## config.mk

```make
export PLATFORM = sky130hd
export DESIGN_NAME = map_scheduler
export DESIGN_NICKNAME = d
export VERILOG_FILES = /design/src/rtl/map_sched_pkg.sv /design/src/rtl/rr_arbiter2.sv /design/src/rtl/map_scheduler.sv
export SDC_FILE = /design/constraint.sdc
export NUM_CORES = 1
export LEC_CHECK = 0
export ABC_AREA = 0
export CAP_MARGIN = 10
export CORE_MARGIN = 1.5
export CORE_UTILIZATION = 51
export CTS_CLUSTER_SIZE = 14
export DETAILED_ROUTE_END_ITERATION = 10
export PLACE_DENSITY_LB_ADDON = 0.08
export SLEW_MARGIN = 10
export SYNTH_ARGS = -nofsm -noshare
export SYNTH_HDL_FRONTEND = slang
export SYNTH_HIERARCHICAL = 1
export SYNTH_SLANG_ARGS = --single-unit
export TNS_END_PERCENT = 5
```

## constraint.sdc

```tcl
create_clock -name clk -period 3.8 [get_ports clk]
set_clock_uncertainty 0.1 [all_clocks]
set_input_delay 0.76 -clock clk [delete_from_list [all_inputs] [get_ports clk]]
set_output_delay 0.76 -clock clk [all_outputs]
set_load 0.01 [all_outputs]
```

## src/rtl/map_sched_pkg.sv

```systemverilog
// Shared types and constants for the display map scheduler.
// Latency: n/a (types, constants and one pure helper function only).
// Backpressure: n/a.
package map_sched_pkg;

  // Scheduler FSM states.
  typedef enum logic [1:0] {
    IDLE     = 2'd0,
    WAIT_VBL = 2'd1,
    ARM      = 2'd2,
    SWITCH   = 2'd3
  } state_t;

  localparam int FRAME_ROWS_DEF  = 480;
  localparam int AUTO_PERIOD_DEF = 600;
  localparam int ROW_W           = 9;

  // Requester indices into req / req_map / ack.
  localparam int REQ_SNAKE = 0;
  localparam int REQ_PONG  = 1;

  // Next display row with wrap at the last active row.
  function automatic logic [ROW_W-1:0] row_next(input logic [ROW_W-1:0] cur,
                                                input int               rows);
    return (cur == ROW_W'(rows - 1)) ? '0 : cur + 1'b1;
  endfunction

endpackage

```

## src/rtl/rr_arbiter2.sv

```systemverilog
// Two-way round-robin arbiter: combinational grant, registered priority pointer.
// Latency: grant is same-cycle from req; pointer moves on the edge where advance is high.
// Backpressure: none; a requester simply keeps req high until it is granted.
//
// Ports:
//   clk, rst      clock, asynchronous active-high reset (pointer -> requester 0)
//   req[1:0]      request lines
//   advance       accept the current grant and rotate priority away from it
//   grant[1:0]    one-hot grant, zero when no request
module rr_arbiter2 (
  input  logic       clk,
  input  logic       rst,
  input  logic [1:0] req,
  input  logic       advance,
  output logic [1:0] grant
);

  // Index of the requester that wins a tie.
  logic prio;

  always_comb begin
    grant = 2'b00;
    case (req)
      2'b01:   grant = 2'b01;
      2'b10:   grant = 2'b10;
      2'b11:   grant = prio ? 2'b10 : 2'b01;
      default: grant = 2'b00;
    endcase
  end

  // Favour the requester that was not just served: granting 0 hands priority to 1.
  always_ff @(posedge clk or posedge rst) begin
    if (rst) begin
      prio <= 1'b0;
    end else if (advance && (grant != 2'b00)) begin
      prio <= grant[0];
    end
  end

endmodule

```

## src/rtl/map_scheduler.sv

```systemverilog
// Map scheduler: arbitrates map-change requests and retimes the map switch into vertical blank.
// Latency: ack 1 cycle after grant; map updates 1 cycle and switch_buffer 2 cycles after the releasing frame_start.
// Backpressure: requesters hold req until acked; no grants while busy, held requests are served on return to IDLE.
//
// Optional feature macro: MAP_AUTO_CYCLE_EN -- when defined, an internal lowest-priority
// request toggles the map every AUTO_PERIOD idle frames; when undefined there is no frame counter.
//
// Ports:
//   clk, reset        clock, asynchronous active-high reset
//   line_tick         one pulse per active display line
//   frame_start       one pulse at start of vertical blank
//   req[1:0]          map-change request (bit 0 snake, bit 1 pong), held until acked
//   req_map[1:0]      requested map per requester
//   ack[1:0]          one-cycle grant pulse, one-hot or zero
//   row[8:0]          current display row
//   map               map select to generator
//   switch_buffer     one-cycle buffer-switch strobe
//   busy              high whenever the FSM is not IDLE
module map_scheduler
  import map_sched_pkg::*;
#(
  parameter int FRAME_ROWS  = FRAME_ROWS_DEF,
  parameter int AUTO_PERIOD = AUTO_PERIOD_DEF
) (
  input  logic             clk,
  input  logic             reset,
  input  logic             line_tick,
  input  logic             frame_start,
  input  logic [1:0]       req,
  input  logic [1:0]       req_map,
  output logic [1:0]       ack,
  output logic [ROW_W-1:0] row,
  output logic             map,
  output logic             switch_buffer,
  output logic             busy
);

  state_t     state;
  state_t     state_nx;
  logic [1:0] req_avail;
  logic [1:0] grant;
  logic       grant_map;
  logic       pend_map;
  logic       arb_advance;
  logic       take_ext;
  logic       take_auto;
  logic       auto_req;

  // A requester still sees its ack this cycle and only drops req next cycle;
  // masking it here stops the same request being granted twice.
  assign req_avail = req & ~ack;

  rr_arbiter2 u_arb (
    .clk     (clk),
    .rst     (reset),
    .req     (req_avail),
    .advance (arb_advance),
    .grant   (grant)
  );

  assign grant_map = grant[REQ_PONG] ? req_map[REQ_PONG] : req_map[REQ_SNAKE];

  // ---------------------------------------------------------------- row counter
  always_ff @(posedge clk or posedge reset) begin
    if (reset) begin
      row <= '0;
    end else if (frame_start) begin
      row <= '0;
    end else if (line_tick) begin
      row <= row_next(row, FRAME_ROWS);
    end
  end

  // ------------------------------------------------------- auto-cycle requester
`ifdef MAP_AUTO_CYCLE_EN
  localparam int CNT_W = $clog2(AUTO_PERIOD + 1);

  logic [CNT_W-1:0] frame_cnt;

  // Saturates at AUTO_PERIOD and stays asserted until IDLE can take it.
  assign auto_req = (frame_cnt >= CNT_W'(AUTO_PERIOD));

  always_ff @(posedge clk or posedge reset) begin
    if (reset) begin
      frame_cnt <= '0;
    end else if (take_ext || take_auto || (state == SWITCH)) begin
      frame_cnt <= '0;
    end else if ((state == IDLE) && frame_start && (req == 2'b00) && !auto_req) begin
      frame_cnt <= frame_cnt + 1'b1;
    end
  end
`else
  assign auto_req = 1'b0;
`endif

  // ------------------------------------------------------------------ FSM
  always_ff @(posedge clk or posedge reset) begin
    if (reset) begin
      state <= IDLE;
    end else begin
      state <= state_nx;
    end
  end

  always_comb begin
    state_nx    = state;
    arb_advance = 1'b0;
    take_ext    = 1'b0;
    take_auto   = 1'b0;
    case (state)
      IDLE: begin
        if (req_avail != 2'b00) begin
          // External requests always beat the internal auto request.
          arb_advance = 1'b1;
          take_ext    = 1'b1;
          if (grant_map != map) begin
            state_nx = WAIT_VBL;
          end
        end else if (auto_req) begin
          take_auto = 1'b1;
          state_nx  = WAIT_VBL;
        end
      end
      WAIT_VBL: begin
        if (frame_start) begin
          state_nx = ARM;
        end
      end
      ARM:     state_nx = SWITCH;
      SWITCH:  state_nx = IDLE;
      default: state_nx = IDLE;
    endcase
  end

  // ----------------------------------------------------- registered outputs
  always_ff @(posedge clk or posedge reset) begin
    if (reset) begin
      ack      <= 2'b00;
      pend_map <= 1'b0;
      map      <= 1'b0;
    end else begin
      ack <= take_ext ? grant : 2'b00;
      if (take_ext) begin
        pend_map <= grant_map;
      end else if (take_auto) begin
        pend_map <= ~map;
      end
      // Loaded on the edge into ARM so the new map is stable for the whole
      // ARM cycle before the strobe in SWITCH.
      if ((state == WAIT_VBL) && frame_start) begin
        map <= pend_map;
      end
    end
  end

  assign busy          = (state != IDLE);
  assign switch_buffer = (state == SWITCH);

endmodule

```

==> flow_summary.toml <==
[power_and_ir_drop]
p_leak_uw = 0.000493
swShare_pct = 33.1
seqPwrFrac_pct = 44.1
p_int_uw = 353
powerDensity_nw_per_um2 = 470
clock_power_share_pct = 16.2
pwr-share-comb_pct = 39.7
irDropWorstVdd_v = 0.000410
p_switching_uw = 174
power_uw = 527

[setup_path]
end_kind = "primary output"
worst_setup_path_start_kind = "flop"
cp.depth = 4
crit_type = "reg -> out"
critical_path_buf_inv_count = 3
regToRegStartpoint = "ack[1]$_DFF_PP0_"
cpPeakStageDelay_ns = 0.53
r2r_slack_ns = 1.78
cp_cell_sequence = "inv_1 -> ha_1 -> inv_1 -> clkdlybuf4s50_1"
crit_arrival_ns = 1.63
crit_top_cell = "inv_1"
rr_endpoint = "state[1]$_DFFE_PP0P_"
cpMaxStageDelayCell = "clkdlybuf4s50_1"
reg2reg_depth = 7
crit_fanout = 4
crit_required_ns = 2.94
cp_top_family = "buffers and inverters"

[global_routing]
track_usage_pct = 19.1
grt_use_met3_pct = 3.67
grt_use_met1_pct = 24.9
grt_pass1_wl_mm = 2.72
grt_pass1_vias = 647
antenna_found_initial = 0
grt-ovfl-total = 0
met2_usage_pct = 30.6
grt_max_degree = 16
grt_busiest_layer = "met2"

[cts]
numClockSinks = 16
ctsHoldBuffers = 0
numCtsBuffers = 3
h-tree-depth = 1
ctsResizeCount = 0
clock-root-buffer = "clkbuf_4"
path_clk_slew_ns = 0.08
cts_tree = "done"
postCtsSetupBuffers = 0
insertion_delay_ns = 0.28
cts.path.max_buffers = 2

[yosys]
synthCells = 88
syn_nets = 102
netlist_area_sq_um = 873
syn_avg_cell_area_sq_um = 9.92
synth_cell_types = 29
yosysMostFrequentCell = "dfrtp_1"
ys_warn_count = 6
synth_edf_count = 0
synth-seq-cells = 16
ys_async_sr_fraction_pct = 100
synth_commonest_cells = "dfrtp_1 (16), nor2_1 (10), inv_1 (9)"
synth_area_leaders = "dfrtp_1 (46%), ha_1 (8.6%), nor2_1 (4.3%), inv_1 (3.9%), mux2_2 (3.9%)"
synth_top_area_share_pct = 45.8
ys_seq_area_share_pct = 45.8
synth_top_cell_by_area = "dfrtp_1"
ys.flop_type = "dfrtp_1"

[floorplan]
core_sq_um = 1560
die_w_microns = 44.4
die_y_microns = 44.4
io-pin-count = 22
die_area_sq_um = 1970
initial_core_util_pct = 56.0
row_count = 14

[finish]
drive_gt1_share_pct = 8.11
syn_to_final_growth_pct = 28.4
final_util_pct = 71.9
num_antenna_cells = 0
layout.nets = 127
design_area_sq_um = 1120

[timing]
rsz0062_at_grt = "false"
fmax_ghz = 0.402
hold-worst-slack_ns = 0.407
finalCriticalPeriod_ns = 2.49
hold_viol = 0
setup-tns-final_ns = 0
worst_slew_pin_slew_ns = 0.578
max_slew_margin_pct = 61.4
slew_viol_final = 0
finalCritPeriodShare_pct = 65.5
finalSetupViolations = 0

[route]
vias_per_cell = 5.49
wire_per_inst_microns = 12.1
dr.pass1.iters = 4
ant_nets = 0
drtIter0Drc = 3
drt-total-wl_mm = 1.54
vias = 697
drc = 0

[placement]
place.port_buffers = 21
gp_congestion = 0.774
hpwlAfterDp_mm = 1.20
placed_area_sq_um = 1100

[hold_path]
holdCritStartpoint = "u_arb/prio$_DFFE_PP0P_"
min_to = "u_arb/prio$_DFFE_PP0P_"
hp-class = "reg -> reg"
hold_depth = 1

[job]
drv_cap = 0

[outcome]
status = "finished, final reports clean"
## through the flow
stage | worst slack, ns | cells
2_1_floorplan | 1.63 | 88
3_3_place_gp | 1.10 | 124
3_5_place_dp | 1.03 | 124
4_1_cts | 1.28 | 127
5_1_grt | 1.19 | 127
6_report | 1.31 | 127
## kinds of logic after synthesis
family                     synth area share (%)
and+or+nand+nor                            17.6
muxes                                      7.31
adders and majority gates                  8.60
buffers and inverters                      4.44
DFF                                        45.8
xor gates and xnor gates                   5.02
AOI/OAI and AO/OA                          11.2
## worst register-to-register path, cell delays in order (launching register included)
cell and delay (ns):
dfrtp_1 0.40, nand2b_1 0.18, inv_1 0.09, a21boi_1 0.22, mux2i_1 0.30, nand3b_1 0.10, o211ai_1 0.16, mux2_2 0.37
## cell usage in the layout (no fill, tap or decap), drive strengths merged
cell type	Yosys	routed
o21ai	4	4
a21oi	5	5
nor3	1	1
clkbuf	0	3
nand2b	2	2
mux2i	3	3
a21boi	2	2
mux2	3	3
and2	2	2
or2	1	1
xor2	3	3
nand3b	1	1
nand4	2	2
a32oi	1	1
nand3	1	1
nor2	10	10
a31oi	2	2
or4b	1	1
o211ai	1	1
o2111ai	1	1
nand4b	1	1
or3b	1	1
xnor2	2	2
ha	6	6
clkdlybuf4s50	0	21
dfrtp	16	16
inv	9	9
nand2	6	6
## flip-flops by register name, indices dropped and copies added (netlist names)
name and flops:
pend_map 1, state 2, map 1, u_arb/prio 1
row 9, ack 2
## power groups by stage
stage	combinational [uW]	sequential, uW	clock, uW
3_3_place_gp	206	233	0
2_1_floorplan	132	234	0
6_report	209	232	85.2
3_5_place_dp	211	237	0
4_1_cts	212	234	90.0
5_1_grt	236	237	96.5
## metal layers
layer  part of all wire [%]  up-vias
met1                     45      331
met2                     49       19
met5                      0        -
met4                   0.97        0
met3                    4.6        2
li1                       -      345
## layout make-up
cell class	count	area, sq um
clock buffers	3	22.5
well taps	16	20.0
inverters	9	33.8
repair buffers	21	210
multi-input cells	62	434
fillers	122	438
flip-flops and latches	16	400
## how the worst max path moves through the flow
stage / from / end / slack (ns)
final: state[0]$_DFFE_PP0P_ / busy / 1.31
after floorplan: req[1] / state[1]$_DFFE_PP0P_ / 1.63
after CTS: state[1]$_DFFE_PP0P_ / busy / 1.28
after global placement: req[1] / state[1]$_DFFE_PP0P_ / 1.10
after detailed placement: req[1] / state[1]$_DFFE_PP0P_ / 1.03
after global routing: req[1] / state[1]$_DFFE_PP0P_ / 1.19
No activity file was read; power rests on OpenSTA's default activity.
